## config.mk

```make
export PLATFORM = sky130hd
export DESIGN_NAME = mac8_dot_sched
export DESIGN_NICKNAME = d
export VERILOG_FILES = /design/src/rtl/mac8_ctrl_pkg.sv /design/src/rtl/mac8_dot_sched_rr_arb2.sv /design/src/rtl/mac8_dot_sched.sv
export SDC_FILE = /design/constraint.sdc
export NUM_CORES = 1
export LEC_CHECK = 0
export ABC_AREA = 1
export BUFFER_PORTS_ARGS = -buffer_cell sky130_fd_sc_hd__buf_4
export CAP_MARGIN = 20
export CORE_ASPECT_RATIO = 0.75
export CORE_MARGIN = 2
export CORE_UTILIZATION = 48
export DETAILED_ROUTE_END_ITERATION = 12
export GPL_TIMING_DRIVEN = 1
export PLACE_DENSITY = 0.9
export SLEW_MARGIN = 10
export SYNTH_ARGS = -nofsm -noshare
export SYNTH_HDL_FRONTEND = slang
export SYNTH_SLANG_ARGS = --single-unit
```

## constraint.sdc

```tcl
create_clock -name SYS_CLK -period 1.65 [get_ports SYS_CLK]
set_input_delay 0.33 -clock SYS_CLK [delete_from_list [all_inputs] [get_ports SYS_CLK]]
set_output_delay 0.33 -clock SYS_CLK [all_outputs]
set_load 0.05 [all_outputs]
```

## src/rtl/mac8_ctrl_pkg.sv

```systemverilog
// Shared types and width helpers for the MAC8 dot-product scheduler.
package mac8_ctrl_pkg;

  typedef enum logic [2:0] {
    ST_IDLE,
    ST_CLEAR,
    ST_FEED,
    ST_SETTLE,
    ST_DONE
  } state_t;

  // The accumulator must hold 2^len_w products of 8x8 bits without overflow.
  function automatic int unsigned calc_res_w(input int unsigned len_w);
    return 16 + len_w;
  endfunction

endpackage

```

## src/rtl/mac8_dot_sched_rr_arb2.sv

```systemverilog
// Two-way round-robin arbiter: on contention the requester not served last wins.
module rr_arb2 (
  input  logic [1:0] req,
  input  logic       last,
  input  logic       en,
  output logic [1:0] gnt
);

  // One-hot grant selection; last=1 means requester 1 was served last.
  always_comb begin
    gnt = '0;
    if (en) begin
      case (req)
        2'b01:   gnt = 2'b01;
        2'b10:   gnt = 2'b10;
        2'b11:   gnt = last ? 2'b01 : 2'b10;
        default: gnt = '0;
      endcase
    end
  end

endmodule

```

## src/rtl/mac8_dot_sched.sv

```systemverilog
// Scheduler that runs dot-product jobs from two requesters through an
// external MAC8 datapath, with per-job length, stall timeout and result hold.
module mac8_dot_sched
  import mac8_ctrl_pkg::*;
#(
  parameter  int unsigned LEN_W  = 4,
  parameter  int unsigned TO_CYC = 255,
  localparam int unsigned RES_W  = calc_res_w(LEN_W)
) (
  input  logic             SYS_CLK,
  input  logic             SYS_RST,
  input  logic [1:0]       start,
  input  logic [LEN_W-1:0] len0,
  input  logic [LEN_W-1:0] len1,
  output logic [1:0]       gnt,
  input  logic [7:0]       in_a,
  input  logic [7:0]       in_b,
  input  logic             in_valid,
  output logic             in_ready,
  output logic [7:0]       mac_a,
  output logic [7:0]       mac_b,
  output logic             mac_en,
  output logic             mac_clr,
  input  logic [RES_W-1:0] mac_acc,
  output logic [RES_W-1:0] res,
  output logic             res_id,
  output logic             res_err,
  output logic             res_valid,
  input  logic             res_ready
);

  localparam int unsigned TO_W = (TO_CYC > 1) ? $clog2(TO_CYC) : 1;

  state_t           r_state;
  state_t           w_next;
  logic [1:0]       r_gnt;
  logic             r_idx;
  logic             r_last;
  logic [LEN_W-1:0] r_len;
  logic [LEN_W-1:0] r_cnt;
  logic [TO_W-1:0]  r_idle;
  logic [RES_W-1:0] r_res;
  logic             r_res_id;
  logic             r_res_err;

  logic [1:0]       w_arb_gnt;
  logic             w_feed;
  logic             w_beat;
  logic             w_last_beat;
  logic             w_timeout;

  assign w_feed      = (r_state == ST_FEED);
  assign w_beat      = w_feed && in_valid;
  assign w_last_beat = w_beat && (r_cnt == r_len);
  assign w_timeout   = w_feed && !w_beat && (r_idle == TO_W'(TO_CYC - 1));

  rr_arb2 u_arb (
    .req  (start),
    .last (r_last),
    .en   (r_state == ST_IDLE),
    .gnt  (w_arb_gnt)
  );

  // State register.
  always_ff @(posedge SYS_CLK or negedge SYS_RST) begin
    if (!SYS_RST) r_state <= ST_IDLE;
    else          r_state <= w_next;
  end

  // Next-state selection.
  always_comb begin
    w_next = r_state;
    case (r_state)
      ST_IDLE:   if (|start) w_next = ST_CLEAR;
      ST_CLEAR:  w_next = ST_FEED;
      ST_FEED:   begin
        if (w_last_beat)    w_next = ST_SETTLE;
        else if (w_timeout) w_next = ST_DONE;
      end
      ST_SETTLE: w_next = ST_DONE;
      ST_DONE:   if (res_ready) w_next = ST_IDLE;
      default:   w_next = ST_IDLE;
    endcase
  end

  // Outputs decoded from state; operand path is combinational in FEED only.
  always_comb begin
    gnt       = (r_state == ST_IDLE) ? 2'b00 : r_gnt;
    in_ready  = w_feed;
    mac_a     = w_feed ? in_a : '0;
    mac_b     = w_feed ? in_b : '0;
    mac_en    = w_beat;
    mac_clr   = (r_state == ST_CLEAR);
    res_valid = (r_state == ST_DONE);
    res       = r_res;
    res_id    = r_res_id;
    res_err   = r_res_err;
  end

  // Job bookkeeping: grant/len latch, beat and stall counters, result capture.
  always_ff @(posedge SYS_CLK or negedge SYS_RST) begin
    if (!SYS_RST) begin
      r_gnt     <= '0;
      r_idx     <= 1'b0;
      r_last    <= 1'b1;
      r_len     <= '0;
      r_cnt     <= '0;
      r_idle    <= '0;
      r_res     <= '0;
      r_res_id  <= 1'b0;
      r_res_err <= 1'b0;
    end else begin
      case (r_state)
        ST_IDLE: begin
          if (|start) begin
            r_gnt  <= w_arb_gnt;
            r_idx  <= w_arb_gnt[1];
            r_len  <= w_arb_gnt[1] ? len1 : len0;
            r_cnt  <= '0;
            r_idle <= '0;
          end
        end
        ST_FEED: begin
          if (w_beat) begin
            r_cnt  <= r_cnt + 1'b1;
            r_idle <= '0;
          end else if (w_timeout) begin
            r_res     <= '0;
            r_res_id  <= r_idx;
            r_res_err <= 1'b1;
          end else begin
            r_idle <= r_idle + 1'b1;
          end
        end
        ST_SETTLE: begin
          r_res     <= mac_acc;
          r_res_id  <= r_idx;
          r_res_err <= 1'b0;
        end
        ST_DONE: begin
          if (res_ready) begin
            r_last <= r_idx;
            r_gnt  <= '0;
          end
        end
        default: ;
      endcase
    end
  end

endmodule

```

==> Yosys cells after proc, flatten, opt, wreduce, memory -nomap -nowiden <==
Cells that the tools add are included.
{ "word_totals": {"register_bits": 45, "in_bits": 50, "output_inout_bits": 44, "word_cells": 76} }
{ "classes": {"add_sub_neg": 2, "eq_ne": 16, "n_mux": 31, "n_reduce_logical": 17} }
{ "ops": {"columns": ["operator", "count"], "rows": [
  ["$mux 20", 2],
  ["$mux 8", 5],
  ["$pmux 20 s2", 1],
  ["$pmux 8 s2", 1],
  ["$pmux 3 s5", 1],
  ["$reduce_and 3->1", 5],
  ["$mux 3", 4],
  ["$mux 4", 3],
  ["$mux 2", 5],
  ["$add 8x1->8 const B", 1],
  ["$eq 8x8->1 const B", 1],
  ["$pmux 4 s2", 1],
  ["$eq 3x2->1 const B", 2],
  ["$ne 2x1->1 const B", 3],
  ["$pmux 2 s3", 1],
  ["$reduce_bool 2->1", 3],
  ["$add 4x1->4 const B", 1],
  ["$eq 2x2->1 const B", 2],
  ["$eq 4x4->1", 1],
  ["$logic_and 1x1->1", 4],
  ["$mux 1", 4],
  ["$ne 2x2->1 const B", 2],
  ["$pmux 1 s2", 2],
  ["$pmux 2 s2", 1],
  ["9 further kinds", 10]
]} }

==> Logic depth before layout (Yosys ltp) <==
{ "depth": {"depth_word": 8, "ltp_mapped": 10, "mapped_depth_nobuf": 9} }

==> Modules after synthesis <==
From an unflattened synthesis, not the netlist that was laid out.
{ "hier_totals": {"cells_unflattened": 319, "area_unflattened_um2": 2326.0} }
{ "by_module_without_submodules": {"columns": ["module", "n_inst", "cells_each", "area_each_um2", "seq_area_each_um2"], "rows": [
  ["mac8_dot_sched", 1, 314, 2304.7, 1127.3],
  ["rr_arb2", 1, 5, 21.3, 0.0]
]} }

==> Worst setup path before layout <==
Ideal clock, no wire load.
{ "synth_timing": {"kind": "flip-flop to flip-flop", "startpoint": "register r_state[1]", "endpoint": "register r_gnt[0]", "setup_ps": 141, "arrival_ps": 2029, "t_required_ps": 1509, "slack_ps": -521, "stages_incl_launch_ff": 5, "path_buffers": 0, "period_less_slack_ps": 2171, "cell_sequence": "dfrtp_1 > nor3_1 > nand2_1 > nand2_1 > o22ai_1"} }
{ "synth_via": {"word_cells_on_any_way": 9, "cone_classes": "3 x eq/ne; 3 x mux; 3 x reduce/logical"} }
{ "synth_lines": {"columns": ["element", "line_no", "text"], "rows": [
  ["start, declared", "mac8_dot_sched.sv:34", "state_t r_state;"],
  ["start signal, assigned", "mac8_dot_sched.sv:67", "else r_state <= w_next;"],
  ["$eq 3x3->1 *", null, null],
  ["named net res_valid", "mac8_dot_sched.sv:28", "output logic res_valid,"],
  ["$ne 2x1->1 (no line) or $reduce_bool 2->1 (tied branches)", null, null],
  ["$reduce_and 3->1 (no line)", null, null],
  ["end signal, assigned", "mac8_dot_sched.sv:116", "r_gnt <= w_arb_gnt;"],
  ["end, declared", "mac8_dot_sched.sv:36", "logic [1:0] r_gnt;"]
]} }
Mark *: on every way through the listed nets, which the timed path passes. The rest lies on a longest branch. The select of a mux whose other input is x is not followed.
A chain may end at the register's enable or synchronous reset.

==> Final worst setup path <==
{ "layout_timing": {"startpoint": "register r_state[0]", "endpoint": "output mac_b[3]"} }
{ "layout_via": {"elab_chain_cells": 2} }
{ "layout_rtl": {"columns": ["element", "line_no", "text"], "rows": [
  ["$eq 3x2->1", "mac8_dot_sched.sv:52", "assign w_feed = (r_state == ST_FEED);"],
  ["$mux 8", "mac8_dot_sched.sv:91", "mac_b = w_feed ? in_b : '0;"],
  ["end, declared", "mac8_dot_sched.sv:21", "output logic [7:0] mac_b,"]
]} }
No other way between the ends.

==> impl_metrics.env <==
export IMPL_routed_wl_um=6060
export IMPL_ir_drop_v=0.00151
export IMPL_leakagePower_nw=1.93
export IMPL_drc=0
export IMPL_ys_types=26
export IMPL_grt_pass1_wl_um=9850
export IMPL_grt_pass1_vias=2308
export IMPL_clk_latency_ns=0.30
export IMPL_routabilityCongestion=0.865
export IMPL_clock_sinks=45
export IMPL_maxSlewHeadroom=0.634
export IMPL_cts_tree="built"
export IMPL_port_buffers=93
export IMPL_diodes=0
export IMPL_p_clk_frac=0.098
export IMPL_max_freq_ghz=0.578
export IMPL_syn_area_um2=2310
export IMPL_crit_top_cell="nor2_4"
export IMPL_num_fill_cells=302
export IMPL_wl_per_cell_um=12.6
export IMPL_path_cells="nor2_4 -> nand2_4 -> buf_16 -> nor2_4 -> buf_6"
export IMPL_syn_inst=313
export IMPL_worst_pin_slew_ns=0.549
export IMPL_worst_path_max_fanout=8
export IMPL_switchingPower_mw=3.51
export IMPL_cp_end_kind="primary output"
export IMPL_pre_cts_slack_ns=0.0834
export IMPL_cts_made_buffers=5
export IMPL_synth_nets=366
export IMPL_hold_class="in2async"
export IMPL_vias=2376
export IMPL_start_util=0.508
export IMPL_firstDrtPassIters=4
export IMPL_viasPerCell=4.95
export IMPL_critPathRequiredTime_ns=1.32
export IMPL_placedCellCount=465
export IMPL_final_net_count=475
export IMPL_drive_gt1_frac=0.362
export IMPL_ant_nets=0
export IMPL_path_class="reg2out"
export IMPL_critical_path_slowest_cell="dfrtp_1"
export IMPL_die_x_um=84.1
export IMPL_htreeDepth=2
export IMPL_synth_seq_cells=45
export IMPL_ys_warn_count=0
export IMPL_grtUsageTotal=0.228
export IMPL_io_pins=94
export IMPL_die_y_um=64.1
export IMPL_final_hold_violation_count=0
export IMPL_antenna_found_initial=0
export IMPL_hold_worst_slack_ns=0.00906
export IMPL_std_cell_rows=21
export IMPL_drv_cap=0
export IMPL_ys_seq_area_frac=0.488
export IMPL_cts_hold_buf=0
export IMPL_cp_data_arrival_time_ns=1.40
export IMPL_grt_max_degree=46
export IMPL_clkTransAtPathRegs_ns=0.09
export IMPL_dieArea_um2=5390
export IMPL_area_growth_pct=53.1
export IMPL_finalCritPeriodShare=1.05
export IMPL_powerDensity_nw_per_um2=1930
export IMPL_finalSetupViolCount=20
export IMPL_violations="negative setup slack"
export IMPL_clock_skew_ns=0.0125
export IMPL_seq_power_share=0.261
export IMPL_internal_power_mw=3.30
export IMPL_pwr_share_comb=0.640
export IMPL_startpoint_type="flip-flop"
export IMPL_finalCriticalPeriod_ns=1.73
export IMPL_drv_slew=0
export IMPL_clock_path_buffers=2
export IMPL_power_share_switching=0.515
export IMPL_worst_slack_ns=-0.0801
export IMPL_grt_remaining_overflow=0
export IMPL_status="complete, but fails checks"
export IMPL_hpwlAfterDp_um=4260
export IMPL_rsz0062_at_grt="yes"
export IMPL_coreArea_um2=4550
export IMPL_critPathMaxStageDelay_ns=0.42
export IMPL_synth_avg_cell_area_um2=7.38
export IMPL_instances_no_fill=480
export IMPL_cts_root_buffer="clkbuf_8"
export IMPL_drtIter0Drc=176
==> synth_stat cells, drive strengths merged <==
cell / instances / share of area
nand2: 119 / 0.20
inv: 48 / 0.078
dfrtp: 44 / 0.48
nor2: 41 / 0.077
o21ai: 18 / 0.039
nand3: 12 / 0.026
buf: 4 / 0.016
nor3: 4 / 0.0087
o211ai: 4 / 0.013
a21oi: 3 / 0.0065
clkbuf: 3 / 0.0049
ha: 3 / 0.016
nand4: 3 / 0.0081
xor2: 2 / 0.0076
a21o: 1 / 0.0033
dfstp: 1 / 0.011
nand3b: 1 / 0.0033
o21bai: 1 / 0.0033
o22ai: 1 / 0.0027
==> layout make-up <==
| class | count | area [µm²] | share of cell area |
|---|---|---|---|
| clock buffer | 6 | 72.6 | 0.0205 |
| clock inverter | 2 | 13.8 | 0.00389 |
| inverter | 48 | 180 | 0.0509 |
| multi-input combinational | 213 | 1130 | 0.320 |
| sequential | 45 | 1130 | 0.319 |
| tap | 57 | 71.3 | 0.0202 |
| timing repair buffer | 109 | 937 | 0.265 |
==> logic make-up after synthesis <==
family	share of synthesized area
adders and majority gates	0.0163
DFF	0.488
AOI/OAI and AO/OA	0.0677
buffers and inverters	0.0991
and+or+nand+nor	0.321
xor gates and xnor gates	0.00759
==> path summary, 6_finish.rpt <==
path | slack (ns) | depth (start not counted) | from | to
max | -0.08 | 5 | r_state[0]$_DFFE_PN0P_ | mac_b[3]
min | 0.009 | 1 | SYS_RST | res[4]$_DFFE_PN0P_
max reg2reg | 0.06 | 9 | r_idle[0]$_DFFE_PN0P_ | res_id$_DFFE_PN0P_
min reg2reg | 0.48 | 2 | res[8]$_DFFE_PN0P_ | res[8]$_DFFE_PN0P_
max in group asynchronous | 1.24 | 1 | SYS_RST | r_state[1]$_DFFE_PN0P_
min in group SYS_CLK | 0.23 | 3 | mac_acc[4] | res[4]$_DFFE_PN0P_
==> layout by cell type (no fill, tap or decap), types with 2 or more instances in the layout <==
| cell type | netlist | routed |
|---|---|---|
| nand2_1 | 117 | 115 |
| buf_4 | 2 | 85 |
| inv_1 | 47 | 46 |
| dfrtp_1 | 44 | 43 |
| nor2_4 | 3 | 21 |
| buf_6 | 2 | 21 |
| o21ai_0 | 16 | 16 |
| nor2_1 | 37 | 15 |
| nand3_1 | 12 | 10 |
| nor2_2 | 1 | 5 |
| clkbuf_8 | 0 | 5 |
| nand2_4 | 1 | 4 |
| o211ai_1 | 4 | 4 |
| nor3_1 | 4 | 3 |
| nand4_1 | 3 | 3 |
| a21oi_1 | 3 | 3 |
| ha_1 | 3 | 3 |
| inv_2 | 1 | 2 |
| nand3_2 | 0 | 2 |
| o21ai_1 | 2 | 2 |
| xor2_1 | 2 | 2 |
==> what timing repair did <==
| action | in CTS | in global routing |
|---|---|---|
| pin swaps | 3 | 6 |
| resized for setup | 38 | 15 |
| cloned | 1 | 0 |
| setup endpoints to repair | 20 | 51 |
| setup buffers | 2 | 4 |
==> per-stage QoR <==
step | power, mW | utilization | setup TNS (ns) | instance area [µm²]
4_1_cts | 6.66 | 0.760 | -1.59 | 3460
3_3_place_gp | 5.53 | 0.702 | 0 | 3190
3_5_place_dp | 5.63 | 0.702 | 0 | 3190
5_1_grt | 7.22 | 0.778 | -2.66 | 3540
6_report | 6.82 | 0.778 | -1.21 | 3540
2_1_floorplan | 4.45 | - | -0.302 | 2390
==> flip-flops by register name (all words and copies together) (netlist names), 2 cells and up <==
signal   count
r_idle       8
res         20
r_cnt        4
r_state      3
r_len        4
r_gnt        2
==> critical path: cells and delay by family (launching register included) <==
family | cells | cell delay, ns
buffers and inverters | 2 | 0.34
flip-flops | 1 | 0.42
AND/OR/NAND/NOR | 3 | 0.35
==> power by group through the flow <==
stage	registers, mW	logic [mW]	clock network (mW)
finish	1.78	4.36	0.671
global route	1.83	4.65	0.743
detailed placement	1.76	3.87	0
CTS	1.77	4.19	0.696
global placement	1.77	3.77	0
floorplan	2.54	1.91	0
==> metal layers <==
layer,track usage,wire length [µm],part of all wire,vias to the layer above
li1,-,-,-,1175
met1,0.268,2420,0.40,1085
met2,0.413,3050,0.50,110
met3,0.0672,540,0.089,6
met4,0.0544,42,0.0069,0
met5,0,0,0,-
Power figures use the tool's default switching activity.
